==> src/rtl/instr_fetch.sv <==
// ----------------------------------------------------------------------------
// instr_fetch
//
// Instruction fetch stage for the 8-bit training CPU. It owns the 13-bit
// program counter, reads two consecutive bytes from the instruction ROM and
// assembles them into a 16-bit instruction (3-bit opcode, 13-bit operand
// address). It then offers that instruction downstream through a valid/ready
// handshake. Jump redirects and halt requests are taken only on the edge
// where the instruction is accepted.
//
// Ports:
//   clk        - system clock; all state changes on its rising edge
//   reset      - asynchronous, active-high reset
//   rom_addr   - ROM byte address (always equal to pc)
//   rom_read   - ROM read strobe, high in FETCH_HI and FETCH_LO only
//   rom_ena    - ROM enable (always equal to rom_read)
//   rom_data   - combinational ROM data for rom_addr
//   ir_valid   - registered; a complete instruction is on ir_opcode/ir_addr
//   ir_ready   - consumer takes the instruction this cycle
//   ir_opcode  - instruction bits [15:13]
//   ir_addr    - instruction bits [12:0]
//   jump       - redirect request, honoured only on the accept edge
//   jump_addr  - redirect target (any alignment)
//   halt       - stop request, honoured only on the accept edge (beats jump)
//   pc         - current program counter
//   halted     - the fetch stage has stopped and waits for reset
// ----------------------------------------------------------------------------
module instr_fetch #(
   parameter logic [12:0] RESET_PC = 13'h0000
) (
   input  logic        clk,
   input  logic        reset,
   output logic [12:0] rom_addr,
   output logic        rom_read,
   output logic        rom_ena,
   input  logic [7:0]  rom_data,
   output logic        ir_valid,
   input  logic        ir_ready,
   output logic [2:0]  ir_opcode,
   output logic [12:0] ir_addr,
   input  logic        jump,
   input  logic [12:0] jump_addr,
   input  logic        halt,
   output logic [12:0] pc,
   output logic        halted
);

   typedef enum logic [2:0] {
      START,
      FETCH_HI,
      FETCH_LO,
      HOLD,
      HALTED
   } state_t;

   state_t state;
   state_t next_state;
   logic   accept;

   // The handshake completes only while an instruction is actually held;
   // a ready from the consumer in any other cycle has no effect.
   assign accept = (state == HOLD) && ir_valid && ir_ready;

   // ROM controls depend only on the state register and pc, so they cannot
   // glitch in response to the handshake, jump or halt inputs.
   assign rom_read = (state == FETCH_HI) || (state == FETCH_LO);
   assign rom_ena  = rom_read;
   assign rom_addr = pc;
   assign halted   = (state == HALTED);

   // State register.
   always_ff @(posedge clk or posedge reset) begin
      if (reset) begin
         state <= START;
      end else begin
         state <= next_state;
      end
   end

   // Next-state logic. START is a single idle cycle that gives the ROM time
   // after reset release; HALTED is only left through reset.
   always_comb begin
      next_state = state;
      case (state)
         START:    next_state = FETCH_HI;
         FETCH_HI: next_state = FETCH_LO;
         FETCH_LO: next_state = HOLD;
         HOLD: begin
            if (accept) begin
               next_state = halt ? HALTED : FETCH_HI;
            end
         end
         HALTED:   next_state = HALTED;
         default:  next_state = START;
      endcase
   end

   // Datapath: program counter, instruction register and the valid flag.
   // pc advances once per byte read and wraps modulo 2^13, so an instruction
   // whose high byte sits at 13'h1FFF takes its low byte from 13'h0000.
   // On an accepted halt pc is left alone; on an accepted jump it is loaded
   // with the target so the next FETCH_HI reads the target immediately.
   always_ff @(posedge clk or posedge reset) begin
      if (reset) begin
         pc        <= RESET_PC;
         ir_opcode <= 3'b000;
         ir_addr   <= 13'h0000;
         ir_valid  <= 1'b0;
      end else begin
         case (state)
            FETCH_HI: begin
               ir_opcode     <= rom_data[7:5];
               ir_addr[12:8] <= rom_data[4:0];
               pc            <= pc + 13'd1;
            end
            FETCH_LO: begin
               ir_addr[7:0] <= rom_data;
               pc           <= pc + 13'd1;
               ir_valid     <= 1'b1;
            end
            HOLD: begin
               if (accept) begin
                  ir_valid <= 1'b0;
                  if (!halt && jump) begin
                     pc <= jump_addr;
                  end
               end
            end
            default: begin
            end
         endcase
      end
   end

endmodule

==> config.mk <==
export PLATFORM = sky130hd
export DESIGN_NAME = instr_fetch
export DESIGN_NICKNAME = d
export VERILOG_FILES = /design/src/rtl/instr_fetch.sv
export SDC_FILE = /design/constraint.sdc
export NUM_CORES = 1
export LEC_CHECK = 0
export BUFFER_PORTS_ARGS = -buffer_cell sky130_fd_sc_hd__buf_2
export CAP_MARGIN = 20
export CORE_MARGIN = 2
export CORE_UTILIZATION = 35
export DETAILED_ROUTE_END_ITERATION = 8
export PLACE_DENSITY = 0.63
export SYNTH_ARGS = -nofsm -noshare
export SYNTH_HDL_FRONTEND = slang
export SYNTH_SLANG_ARGS = --single-unit
==> constraint.sdc <==
create_clock -name clk -period 3.96 [get_ports clk]
set_clock_uncertainty 0.2 [all_clocks]
set_input_delay 0.594 -clock clk [delete_from_list [all_inputs] [get_ports clk]]
set_output_delay 0.594 -clock clk [all_outputs]
set_load 0.02 [all_outputs]
==> report_table.html <==
<table>
<tr><th>Metric</th><th>Value</th></tr>
<tr><th colspan="2">Run status</th></tr>
<tr><td>Run status</td><td>complete, no violations</td></tr>
<tr><th colspan="2">Timing</th></tr>
<tr><td>Final worst path period need</td><td>2440 ps</td></tr>
<tr><td>Final worst path period share</td><td>61.7%</td></tr>
<tr><td>RSZ-0062 raised after global routing</td><td>no</td></tr>
<tr><td>Setup TNS after final layout</td><td>0 ps</td></tr>
<tr><td>Fin. Hold Viols</td><td>0</td></tr>
<tr><td>Hold slack</td><td>186 ps</td></tr>
<tr><td>Slew HR</td><td>a little under two fifths</td></tr>
<tr><td>Slew Limit Fails</td><td>0</td></tr>
<tr><td>Setup violation total in the final timing report</td><td>0</td></tr>
<tr><td>Upper clock frequency limit</td><td>approximately 0.41 GHz</td></tr>
<tr><td>Slew at the pin closest to its max-slew limit</td><td>930 ps</td></tr>
<tr><th colspan="2">Detailed routing</th></tr>
<tr><td>First-pass DRT Iterations</td><td>4</td></tr>
<tr><td>Via density per instance</td><td>5.01</td></tr>
<tr><td>First-iteration detailed-routing DRC count</td><td>46</td></tr>
<tr><td>Total wire length</td><td>4050 um</td></tr>
<tr><td>Per-cell routed wire length</td><td>13.9 um</td></tr>
<tr><td>Via total after detailed routing</td><td>1462</td></tr>
<tr><td>Detail Route Antenna Nets</td><td>0</td></tr>
<tr><td>Number of remaining DRC errors</td><td>0</td></tr>
<tr><th colspan="2">Floorplan</th></tr>
<tr><td>Effective utilization at floorplan</td><td>36.2%</td></tr>
<tr><td>Core outline area</td><td>5070 sq um</td></tr>
<tr><td>Row cnt</td><td>26</td></tr>
<tr><td>Area of the die</td><td>slightly below 6000 sq um</td></tr>
<tr><td>Top Ports</td><td>slightly above 70</td></tr>
<tr><td>Die H</td><td>76.5 um</td></tr>
<tr><td>Horizontal die dimension</td><td>between 70 and 80 um</td></tr>
<tr><th colspan="2">Place</th></tr>
<tr><td>Final estimated routing congestion in global placement</td><td>0.787</td></tr>
<tr><td>Inst Count DP</td><td>284</td></tr>
<tr><td>Number of buffers added on ports</td><td>between 70 and 80</td></tr>
<tr><td>Post-place instance area</td><td>between 2000 and 2500 sq um</td></tr>
<tr><td>Detailed placement HPWL</td><td>~3000 um</td></tr>
<tr><th colspan="2">Critical path</th></tr>
<tr><td>Source of the critical timing path</td><td>state[0]</td></tr>
<tr><td>Kind of critical path</td><td>reg -&gt; reg</td></tr>
<tr><td>Required time at the worst-slack endpoint</td><td>3940 ps</td></tr>
<tr><td>Reg2Reg Setup Slack</td><td>1520 ps</td></tr>
<tr><td>Logic depth of the worst path, buffers included</td><td>4</td></tr>
<tr><td>Max stage delay on crit path</td><td>about 800 ps</td></tr>
<tr><td>Critical path endpoint category</td><td>register</td></tr>
<tr><td>Cell-by-cell listing of the critical path</td><td>nand3b_4 &gt; o22ai_1 &gt; o21ai_0 &gt; o2bb2ai_1</td></tr>
<tr><td>Delay-heaviest family, CP</td><td>compound AO/OA/AOI/OAI gates</td></tr>
<tr><td>Worst-path cell with the longest stage delay</td><td>sky130_fd_sc_hd__o22ai_1</td></tr>
<tr><td>Reg-to-reg endpoint</td><td>pc[6]</td></tr>
<tr><td>Worst R2R Start</td><td>state[0]</td></tr>
<tr><td>Data arrival time of the worst path</td><td>between 2000 and 2500 ps</td></tr>
<tr><td>Crit path buffers/inverters</td><td>0</td></tr>
<tr><td>Critical Path Start Type</td><td>register</td></tr>
<tr><td>Maximum fanout count along the critical path</td><td>25</td></tr>
<tr><td>Depth of the most critical reg-to-reg path</td><td>4</td></tr>
<tr><td>Endpoint of the most critical setup path</td><td>pc[6]</td></tr>
<tr><th colspan="2">Clocking</th></tr>
<tr><td>TritonCTS clock tree</td><td>yes</td></tr>
<tr><td># clock sinks</td><td>33</td></tr>
<tr><td>Hold buffer count at CTS</td><td>0</td></tr>
<tr><td>Clock-pin slew on the worst setup and hold paths</td><td>70 ps</td></tr>
<tr><td>Number of clock buffers inserted by TritonCTS</td><td>5</td></tr>
<tr><td>Clk Latency, worst-skew pair</td><td>290 ps</td></tr>
<tr><td>Number of gates given a new drive strength after cts</td><td>0</td></tr>
<tr><td>CTS Root Buffer Type</td><td>sky130_fd_sc_hd__clkbuf_8</td></tr>
<tr><td>CTS max path bufs</td><td>2</td></tr>
<tr><td>Number of buffers added for setup after CTS</td><td>0</td></tr>
<tr><td>Total number of H-tree levels</td><td>2</td></tr>
<tr><th colspan="2">Logic synthesis</th></tr>
<tr><td>Library cell occupying the most area in the post-synthesis netlist</td><td>sky130_fd_sc_hd__dfrtp_1</td></tr>
<tr><td>Number of storage elements in the synthesis netlist</td><td>33</td></tr>
<tr><td>Area share of the leading cell type in the synthesized netlist</td><td>between 40% and 50%</td></tr>
<tr><td>Synthesized net count</td><td>195</td></tr>
<tr><td>Distinct cell type count after synthesis</td><td>43</td></tr>
<tr><td>Xor/xnor share of the synthesized area</td><td>1.50%</td></tr>
<tr><td>Multiplexer fraction of the synthesized cell area</td><td>about a tenth</td></tr>
<tr><td>Compound-cell area share of the yosys netlist</td><td>16.3%</td></tr>
<tr><td>Number of instances in the synthesized netlist</td><td>about 170</td></tr>
<tr><td>Combinational family with the most area after synthesis</td><td>compound AO/OA/AOI/OAI gates</td></tr>
<tr><td>Syn_area_per_cell</td><td>10.9 sq um</td></tr>
<tr><td>Leading cell types by total area after synthesis</td><td>sky130_fd_sc_hd__dfrtp_1 (45%), sky130_fd_sc_hd__mux2_2 (9.8%), sky130_fd_sc_hd__buf_4 (6.9%)</td></tr>
<tr><td>Post-synthesis instance area</td><td>approximately 1800 sq um</td></tr>
<tr><td>Fraction of the mapped netlist area in adder cells</td><td>less than 1%</td></tr>
<tr><td>Warnings, synthesis</td><td>0</td></tr>
<tr><td>Proportion of synthesized chip area in sequential cells</td><td>about 45%</td></tr>
<tr><td>Simple logic cell fraction of the synthesized area</td><td>15.1%</td></tr>
<tr><th colspan="2">GRT</th></tr>
<tr><td>Maximum number of pins on one net before global-route repair</td><td>34</td></tr>
<tr><td>Wire length of the first global-routing pass</td><td>6750 um</td></tr>
<tr><td>Congestion Overflow GR</td><td>0</td></tr>
<tr><td>Number of antenna violations at the first check in global routing</td><td>0</td></tr>
<tr><td>Overall Global Routing Usage</td><td>between 10% and 20%</td></tr>
<tr><td>Number of global-route vias before repair</td><td>1398</td></tr>
<tr><th colspan="2">Run</th></tr>
<tr><td>Number of maximum-capacitance constraint violations</td><td>0</td></tr>
<tr><th colspan="2">Finish</th></tr>
<tr><td>Area of the multi-input gates</td><td>807 sq um</td></tr>
<tr><td>Final nets</td><td>~250</td></tr>
<tr><td>Filler cell count in the final layout</td><td>approximately 500</td></tr>
<tr><td>Growth of design area from synthesis to finish</td><td>20.3%</td></tr>
<tr><td>Final antenna diode count</td><td>0</td></tr>
<tr><td>Sequential cell area</td><td>826 sq um</td></tr>
<tr><td>Layout cells sized above 1</td><td>around half</td></tr>
<tr><td>Design Area, Final</td><td>2210 sq um</td></tr>
<tr><td>Final Non-Filler Cells</td><td>between 200 and 300</td></tr>
<tr><th colspan="2">Power and ir drop</th></tr>
<tr><td>Combinational share of power</td><td>approximately 57%</td></tr>
<tr><td>Pwr Total</td><td>2.41 mW</td></tr>
<tr><td>Switching power of the nets</td><td>1.14 mW</td></tr>
<tr><td>Worst voltage drop across the vdd grid</td><td>0.468 mV</td></tr>
<tr><td>Share of power burned in the clock network</td><td>14.1%</td></tr>
<tr><td>Switching Fraction</td><td>47.3%</td></tr>
<tr><td>Power density cells</td><td>1090 nW/um^2</td></tr>
<tr><td>Cell-internal power</td><td>1.27 mW</td></tr>
<tr><td>Sequential Power Share</td><td>29.4%</td></tr>
<tr><td>Leakage dissipation</td><td>between 1 and 1.5 nW</td></tr>
<tr><th colspan="2">Worst hold path</th></tr>
<tr><td>Type of the worst min-delay path</td><td>in -&gt; async</td></tr>
</table>
## cells by family (layout without fill, tap and decap cells)
group / count (synthesis) / in the layout
AOI/OAI and AO/OA: 42 / 42
xor gates and xnor gates: 1 / 1
adders and majority gates: 1 / 1
buffers and inverters: 28 / 82
DFF: 33 / 33
muxes: 17 / 17
and+or+nand+nor: 46 / 46
## power by group through the flow
stage,clock network (mW),logic (mW),registers [mW]
2_1_floorplan,0,1.04,0.836
3_3_place_gp,0,1.36,0.704
3_5_place_dp,0,1.37,0.713
4_1_cts,0.346,1.37,0.708
5_1_grt,0.361,1.47,0.740
6_report,0.338,1.36,0.706
## layout by cell type, fill, tap and decap left out, types with 2 or more instances in the layout
cell type,synthesis,layout
sky130_fd_sc_hd__buf_2,3,71
sky130_fd_sc_hd__a21oi_1,13,13
sky130_fd_sc_hd__nand3_1,5,5
sky130_fd_sc_hd__and3_1,3,3
sky130_fd_sc_hd__nand2_1,8,8
sky130_fd_sc_hd__and2_1,2,2
sky130_fd_sc_hd__clkbuf_8,1,6
sky130_fd_sc_hd__a41o_1,3,3
sky130_fd_sc_hd__nand4_1,3,3
sky130_fd_sc_hd__nor2_1,12,12
sky130_fd_sc_hd__a21oi_2,2,2
sky130_fd_sc_hd__o21ai_0,7,7
sky130_fd_sc_hd__a31oi_1,2,2
sky130_fd_sc_hd__o22ai_1,3,3
sky130_fd_sc_hd__nor3b_4,2,2
sky130_fd_sc_hd__inv_1,2,2
sky130_fd_sc_hd__mux2_2,16,16
sky130_fd_sc_hd__nor3_1,3,3
sky130_fd_sc_hd__o22a_2,2,2
sky130_fd_sc_hd__dfrtp_1,33,33
sky130_fd_sc_hd__a2bb2oi_1,2,2
## layout make-up
cell class                 count  area share (%)
sequential                    33            37.4
multi-input combinational    107            36.5
timing repair buffer          72            16.4
tap                           70            3.96
clock buffer                   6            3.74
clock inverter                 2            1.70
inverter                       2           0.340
## registers in the layout, summed over array words and instances (netlist names)
signal,cells
pc,13
state,3
ir_addr,13
ir_opcode,3
ir_valid,1
## Yosys cell counts
cell type,n
sky130_fd_sc_hd__nand4b_1,1
sky130_fd_sc_hd__inv_1,2
sky130_fd_sc_hd__nand3b_4,1
sky130_fd_sc_hd__nor2_1,12
sky130_fd_sc_hd__nand3_1,5
sky130_fd_sc_hd__a41oi_1,1
sky130_fd_sc_hd__nand4_1,3
sky130_fd_sc_hd__o21ai_0,7
sky130_fd_sc_hd__o22a_2,2
sky130_fd_sc_hd__and4_1,1
sky130_fd_sc_hd__a21oi_1,13
sky130_fd_sc_hd__nor3b_4,2
sky130_fd_sc_hd__nor4_1,1
sky130_fd_sc_hd__a41o_1,3
sky130_fd_sc_hd__and2_1,2
sky130_fd_sc_hd__buf_6,3
sky130_fd_sc_hd__a21oi_2,2
sky130_fd_sc_hd__nor3_1,3
sky130_fd_sc_hd__and3b_2,1
sky130_fd_sc_hd__mux2i_1,1
sky130_fd_sc_hd__a22oi_1,1
sky130_fd_sc_hd__xnor2_4,1
sky130_fd_sc_hd__o22ai_1,3
sky130_fd_sc_hd__a21o_1,1
sky130_fd_sc_hd__nand2b_1,1
sky130_fd_sc_hd__a32oi_1,1
sky130_fd_sc_hd__ha_1,1
sky130_fd_sc_hd__a31oi_1,2
sky130_fd_sc_hd__clkbuf_1,2
sky130_fd_sc_hd__clkbuf_8,1
sky130_fd_sc_hd__buf_4,17
sky130_fd_sc_hd__o22a_4,1
sky130_fd_sc_hd__nor2_2,1
sky130_fd_sc_hd__buf_2,3
sky130_fd_sc_hd__dfrtp_1,33
sky130_fd_sc_hd__a2bb2oi_2,1
sky130_fd_sc_hd__a311oi_1,1
sky130_fd_sc_hd__nand2_1,8
sky130_fd_sc_hd__o2bb2ai_1,1
sky130_fd_sc_hd__mux2_2,16
sky130_fd_sc_hd__and3_1,3
sky130_fd_sc_hd__and2_4,1
sky130_fd_sc_hd__a2bb2oi_1,2
## worst reg2reg max path: cells and delay by family (launching register included)
| family | cells | cell delay, ps |
|---|---|---|
| flops | 1 | 600 |
| compound gates | 3 | 1190 |
| simple gates | 1 | 340 |
## layer usage
metal	track usage [%]	share of wire, %	vias to the layer above
met1	18.7	46	715
met3	3.44	4.2	6
met4	4.55	1.4	0
met5	0	0	-
li1	-	-	703
met2	23.9	49	38
## stage by stage
step           setup slack, ps  utilization (%)
4_1_cts                   1520             43.6
3_5_place_dp              1500             41.2
2_1_floorplan             2020                -
5_1_grt                   1290             43.6
3_3_place_gp              1550             41.2
6_report                  1520             43.6
## worst min path at each step
stage                from         end  slack, ps  cells past startpoint
2_1_floorplan    state[2]    state[0]        350                      2
3_3_place_gp   ir_addr[9]  ir_addr[9]        290                      1
3_5_place_dp   ir_addr[6]  ir_addr[6]        290                      1
4_1_cts             reset  ir_addr[5]        200                      3
5_1_grt             reset  ir_addr[5]        220                      3
6_report            reset       pc[1]        190                      3
Power figures use the tool's default switching activity.
